### src/rtl/pattern_signal_gen.sv
// pattern_signal_gen: runtime-loadable serial pattern generator.
// Emits pat_r[idx] on 'out' while running, stepping idx once per clock.
// Supports repeat and one-shot passes, start/stop control, a completion
// pulse and a step index output.
// Optional feature: define FRAME_SYNC_EN to add a 'frame_sync' output that
// marks step 0 of every pass while running.

module pattern_signal_gen #(
  parameter int                 MAX_LEN         = 16,
  parameter int                 LEN_W           = 5,
  parameter logic [MAX_LEN-1:0] DEFAULT_PATTERN = MAX_LEN'(16'h0039),
  parameter int                 DEFAULT_LEN     = 6,
  parameter int                 AUTO_START      = 1
) (
  input  logic               clk,
  input  logic               rst,
  input  logic               load,
  input  logic [MAX_LEN-1:0] pattern_in,
  input  logic [LEN_W-1:0]   len_in,
  input  logic               start,
  input  logic               stop,
  input  logic               one_shot,
  output logic               out,
  output logic               busy,
  output logic [LEN_W-1:0]   idx,
  output logic               done
`ifdef FRAME_SYNC_EN
  ,
  output logic               frame_sync
`endif
);

  typedef enum logic {
    IDLE = 1'b0,
    RUN  = 1'b1
  } state_t;

  localparam logic [LEN_W-1:0] MAX_LEN_L     = LEN_W'(MAX_LEN);
  localparam logic [LEN_W-1:0] DEFAULT_LEN_L = LEN_W'(DEFAULT_LEN);
  localparam logic [LEN_W-1:0] ONE_L         = LEN_W'(1);

  state_t             state;
  state_t             state_n;
  logic [MAX_LEN-1:0] pat_r;
  logic [MAX_LEN-1:0] pat_n;
  logic [LEN_W-1:0]   len_r;
  logic [LEN_W-1:0]   len_n;
  logic [LEN_W-1:0]   idx_n;
  logic               mode_r;
  logic               mode_n;
  logic               done_r;
  logic               done_n;
  logic [LEN_W-1:0]   len_clamped;
  logic [LEN_W-1:0]   last_idx;
  logic [MAX_LEN-1:0] pat_shifted;

  // A zero or oversized requested length falls back to the full pattern width.
  always_comb begin
    len_clamped = len_in;
    if ((len_in == '0) || (len_in > MAX_LEN_L)) begin
      len_clamped = MAX_LEN_L;
    end
  end

  // Index of the final step of the current pass.
  always_comb begin
    last_idx = len_r - ONE_L;
  end

  // Next-state logic: stop beats load/start, which beat the normal advance.
  always_comb begin
    state_n = state;
    pat_n   = pat_r;
    len_n   = len_r;
    idx_n   = idx;
    mode_n  = mode_r;
    done_n  = 1'b0;
    if (stop) begin
      state_n = IDLE;
      idx_n   = '0;
      if (load) begin
        pat_n = pattern_in;
        len_n = len_clamped;
      end
    end else if (load || start) begin
      if (load) begin
        pat_n = pattern_in;
        len_n = len_clamped;
      end
      idx_n = '0;
      if (start) begin
        state_n = RUN;
        mode_n  = one_shot;
      end
    end else if (state == RUN) begin
      if (idx != last_idx) begin
        idx_n = idx + ONE_L;
      end else if (!mode_r) begin
        idx_n = '0;
      end else begin
        state_n = IDLE;
        idx_n   = '0;
        done_n  = 1'b1;
      end
    end
  end

  // State and datapath registers with synchronous reset to the defaults.
  always_ff @(posedge clk) begin
    if (rst) begin
      state  <= (AUTO_START != 0) ? RUN : IDLE;
      pat_r  <= DEFAULT_PATTERN;
      len_r  <= DEFAULT_LEN_L;
      idx    <= '0;
      mode_r <= 1'b0;
      done_r <= 1'b0;
    end else begin
      state  <= state_n;
      pat_r  <= pat_n;
      len_r  <= len_n;
      idx    <= idx_n;
      mode_r <= mode_n;
      done_r <= done_n;
    end
  end

  // Output bit selection by shifting, so any index width is accepted.
  always_comb begin
    pat_shifted = pat_r >> idx;
    busy        = (state == RUN);
    out         = busy & pat_shifted[0];
    done        = done_r;
  end

`ifdef FRAME_SYNC_EN
  // Marks the first step of each pass while running.
  always_comb begin
    frame_sync = busy & (idx == '0);
  end
`endif

endmodule

### config.mk
export PLATFORM = sky130hd
export DESIGN_NAME = pattern_signal_gen
export DESIGN_NICKNAME = d
export VERILOG_FILES = /design/src/rtl/pattern_signal_gen.sv
export SDC_FILE = /design/constraint.sdc
export NUM_CORES = 1
export LEC_CHECK = 0
export CAP_MARGIN = 20
export CORE_MARGIN = 3
export CORE_UTILIZATION = 49
export CTS_CLUSTER_SIZE = 40
export DETAILED_ROUTE_END_ITERATION = 12
export PLACE_DENSITY = 0.82
export SYNTH_ARGS = -nofsm -noshare
export SYNTH_HDL_FRONTEND = slang
export SYNTH_SLANG_ARGS = --single-unit
export TNS_END_PERCENT = 10
### constraint.sdc
create_clock -name clk -period 4.5 [get_ports clk]
set_input_delay 0.45 -clock clk [delete_from_list [all_inputs] [get_ports clk]]
set_output_delay 0.45 -clock clk [all_outputs]
set_load 0.02 [all_outputs]
# After elaboration in Yosys (flattened, before gate mapping)
# Index checks and enable logic that the tools add are counted.
word_totals:
  ff_bits: 29
  in_bits: 27
  output_inout_bits: 8
  elab_cells: 37
op_classes:
  n_addsub: 2
  magnitude_cmp: 1
  n_eq_ne: 2
  shifts: 1
  muxes: 15
  bitwise_logic: 3
  reduce_logical: 7
ops:
  columns: ["op", "n"]
  rows:
  - ["$mux 16", 3]
  - ["$mux 5", 5]
  - ["$shr 16x5->1", 1]
  - ["$mux 1", 7]
  - ["$add 5x1->5 const B", 1]
  - ["$gt 5x5->1 const B", 1]
  - ["$logic_not 5->1", 1]
  - ["$ne 5x5->1", 1]
  - ["$reduce_or 5->1", 1]
  - ["$sub 5x1->5 const B", 1]
  - ["$ne 3x3->1 const B", 1]
  - ["$reduce_and 3->1", 1]
  - ["$reduce_or 3->1", 1]
  - ["$logic_or 1x1->1", 2]
  - ["$not 1->1", 2]
  - ["$reduce_bool 2->1", 1]
  - ["$and 1x1->1", 1]

# Logic depth before layout (Yosys ltp)
depth:
  depth_word: 6
  ltp_mapped: 6
  depth_no_buf: 6

# Worst setup path after synthesis
# Ideal clock, no wire load.
synth_timing:
  path_kind: "register to output"
  startpoint: "reg idx[0]"
  endpoint: "out out"
  t_arrival_ps: 1838
  required_ps: 4050
  path_slack_ps: 2212
  path_stages_with_launch: 5
  path_buffers: 1
  cell_sequence: "dfxtp_1 -> buf_6 -> mux4_1 -> mux4_2 -> and3b_1"
synth_via:
  elab_chain_cells: 2
synth_lines:
  columns: ["item", "line", "source"]
  rows:
  - ["start: declaration", "25", "output logic [LEN_W-1:0] idx,"]
  - ["start signal: assignment", "121", "idx <= idx_n;"]
  - ["$shr 16x5->1", "129", "pat_shifted = pat_r >> idx;"]
  - ["$and 1x1->1", "131", "out = busy & pat_shifted[0];"]
  - ["end: declaration", "23", "output logic out,"]
# Every way passes these cells.

# Worst setup path in the final report
# Ends and elaborated chain as after synthesis.

==> impl_metrics.yaml <==
run_status:
  outcome: "complete, no violations"
layout:
  fillers: 197
  nNetsFinal: 203
  diodes: 0
  final_common_cell: "clkdlybuf4s50_1"
  layout.cells.most_common_list: "clkdlybuf4s50_1, dfxtp_1, mux2i_1"
  syn2layout_area_growth_pct: 29.6
  drive_gt1_frac: 0.0747
timing:
  holdWs_ns: 0.482
  fin_crit_sh: 0.700
  worst_clock_skew_ns: 0.00598
  worst_pin_slew_ns: 0.673
  period_minus_slack_ns: 3.15
  rsz0062_at_grt: "no"
  setup_viol: 0
  final_hold_viol_count: 0
  maxSlewHeadroom: 0.550
  max_freq_mhz: 318
  final_max_slew_viol_count: 0
  fin_tns_setup_ns: 0
placed_design:
  hpwl_um: 2160
  portBuffers: 34
  gp_congestion: 0.733
clock_tree:
  post_cts_resized: 0
  clkTransAtPathRegs_ns: 0.09
  cts-root-buf: "clkbuf_4"
  hold_buffers: 0
  cts.sinks: 29
  cts_tree: "yes"
  clk_latency_ns: 0.33
  post_cts_buffers: 0
  ctsHtreeMaxLevel: 2
  numCtsBuffers: 5
  cts_buffer_depth: 2
global_route:
  gr-total-overflow: 0
  grt_pass1_vias: 1089
  track_usage: 0.192
  grt_antenna_before_repair: 0
  grt_max_degree: 26
  grt_pass1_wl_um: 4920
setup_path:
  r2r_start: "len_r[0]"
  arrival_ns: 2.70
  start_kind: "register"
  endpoint_kind: "output pin"
  rr_worst_depth: 6
  r2r_slack_ns: 2.64
  timing.rr.end: "busy"
  cp.required_ns: 4.05
  crit_fanout: 10
  worstSetupPathType: "reg2out"
pwr:
  combinationalPowerShare: 0.147
  seqPwrFrac: 0.518
  ir_worst_vdd_mv: 0.275
  p_clk_frac: 0.334
  p_per_area_nw_per_um2: 297
  swShare: 0.247
  power.switching_uw: 134
  p_leak_nw: 0.726
  p_total_uw: 541
  cellInternalPower_uw: 407
floorplan:
  die_x_um: 59.6
  rows: 18
  core_area_um2: 2590
  dieArea_um2: 3550
  initial_core_util: 0.543
  die_y_um: 59.6
  ios: 35
logic_synthesis:
  ys.warnings.count: 0
  syn-cell-area_um2: 1410
  ys_seq_area_frac: 0.413
  synth_seq_cells: 29
  syn-num-nets: 169
  synthCells: 139
  syn_avg_cell_area_um2: 10.1
  synth_cell_types: 33
drt:
  drt_pre_antenna_iters: 5
  antenna_left: 0
  wirelength_um: 2930
  vias: 1123
  drc: 0
  drt-initial-drc-count: 40
  viasPerCell: 5.50
  wl_per_cell_um: 14.4
worst_hold_path:
  min_path_cells: 2
  holdPathEnd: "pat_r[3]"
  hp-start: "pat_r[3]"
  worstHoldPathType: "reg2reg"
job:
  max_cap_violations: 0
-- worst max-delay path, stage by stage, from the launching register on --
cell             delay, ns
dfxtp_1               0.59
mux4_1                0.61
mux4_2                0.47
and3b_1               0.17
clkdlybuf4s50_1       0.53
-- flip-flops by register name (all words and copies together) (netlist names) --
signal / cells
mode_r: 1
done: 1
idx: 5
busy: 1
pat_r: 16
len_r: 5
-- area by class of cell --
| type | count | area [µm²] | area share |
|---|---|---|---|
| clock buffers | 7 | 65.1 | 0.0357 |
| flip-flops and latches | 29 | 581 | 0.319 |
| well taps | 30 | 37.5 | 0.0206 |
| multi-input cells | 96 | 761 | 0.418 |
| inverters | 5 | 18.8 | 0.0103 |
| clock inverters | 1 | 5.00 | 0.00275 |
| repair buffers | 36 | 353 | 0.194 |
-- synth_stat cells (all sizes together) --
cell type / instances / area share
dfxtp: 29 / 0.41
mux2i: 17 / 0.12
nor2: 15 / 0.040
nand2: 13 / 0.035
nand3b: 8 / 0.043
a21oi: 7 / 0.025
xnor2: 7 / 0.044
buf: 5 / 0.021
inv: 5 / 0.013
mux4: 5 / 0.088
clkbuf: 4 / 0.011
ha: 3 / 0.027
nand4: 2 / 0.0089
o21ai: 2 / 0.0071
xor2: 2 / 0.012
a2111oi: 1 / 0.020
a211oi: 1 / 0.0053
a31oi: 1 / 0.0045
and3: 1 / 0.0045
and3b: 1 / 0.0062
and4: 1 / 0.0062
nand3: 1 / 0.0036
nor2b: 1 / 0.0045
nor3: 1 / 0.0036
nor4: 1 / 0.0045
o211ai: 1 / 0.0053
o21bai: 1 / 0.0053
o221ai: 1 / 0.0062
o2bb2ai: 1 / 0.0062
or4: 1 / 0.0053
-- logic make-up (layout without fill, tap and decap cells) --
| group | Yosys count | in the layout | synth area share |
|---|---|---|---|
| muxes | 22 | 22 | 0.209 |
| adders and majority gates | 3 | 3 | 0.0267 |
| xor gates and xnor gates | 9 | 9 | 0.0561 |
| buffers and inverters | 14 | 49 | 0.0454 |
| AOI/OAI and AO/OA | 16 | 16 | 0.0846 |
| and+or+nand+nor | 46 | 46 | 0.165 |
| DFF | 29 | 29 | 0.413 |
-- metal layers --
metal / vias to the layer above / part of all wire / track usage
met4: 0 / 0.028 / 0.0854
met1: 513 / 0.42 / 0.212
met2: 37 / 0.48 / 0.320
li1: 563 / - / -
met3: 10 / 0.069 / 0.0784
met5: - / 0 / 0
-- power by group through the flow --
stage	clock network [mW]	registers, mW	logic, mW
detailed placement	0	0.286	0.0795
global route	0.197	0.282	0.0870
floorplan	0	0.282	0.0473
CTS	0.183	0.280	0.0800
finish	0.181	0.280	0.0797
global placement	0	0.285	0.0767
-- worst max path at each step --
stage | endpoint | depth (start not counted) | slack (ns) | from
final | out | 4 | 1.35 | idx[0]
after global routing | out | 4 | 1.25 | idx[0]
after CTS | out | 4 | 1.33 | idx[0]
after detailed placement | out | 4 | 1.70 | idx[0]
after global placement | out | 4 | 1.77 | idx[0]
after floorplan | out | 4 | 2.21 | idx[0]
-- per-stage QoR --
stage	worst slack (ns)	std cells	util	area, µm²
after global placement	1.77	195	0.674	1750
after detailed placement	1.70	195	0.674	1750
after global routing	1.25	204	0.703	1820
after CTS	1.33	203	0.701	1820
final	1.35	204	0.703	1820
after floorplan	2.21	139	-	1410
Power figures use the tool's default switching activity.
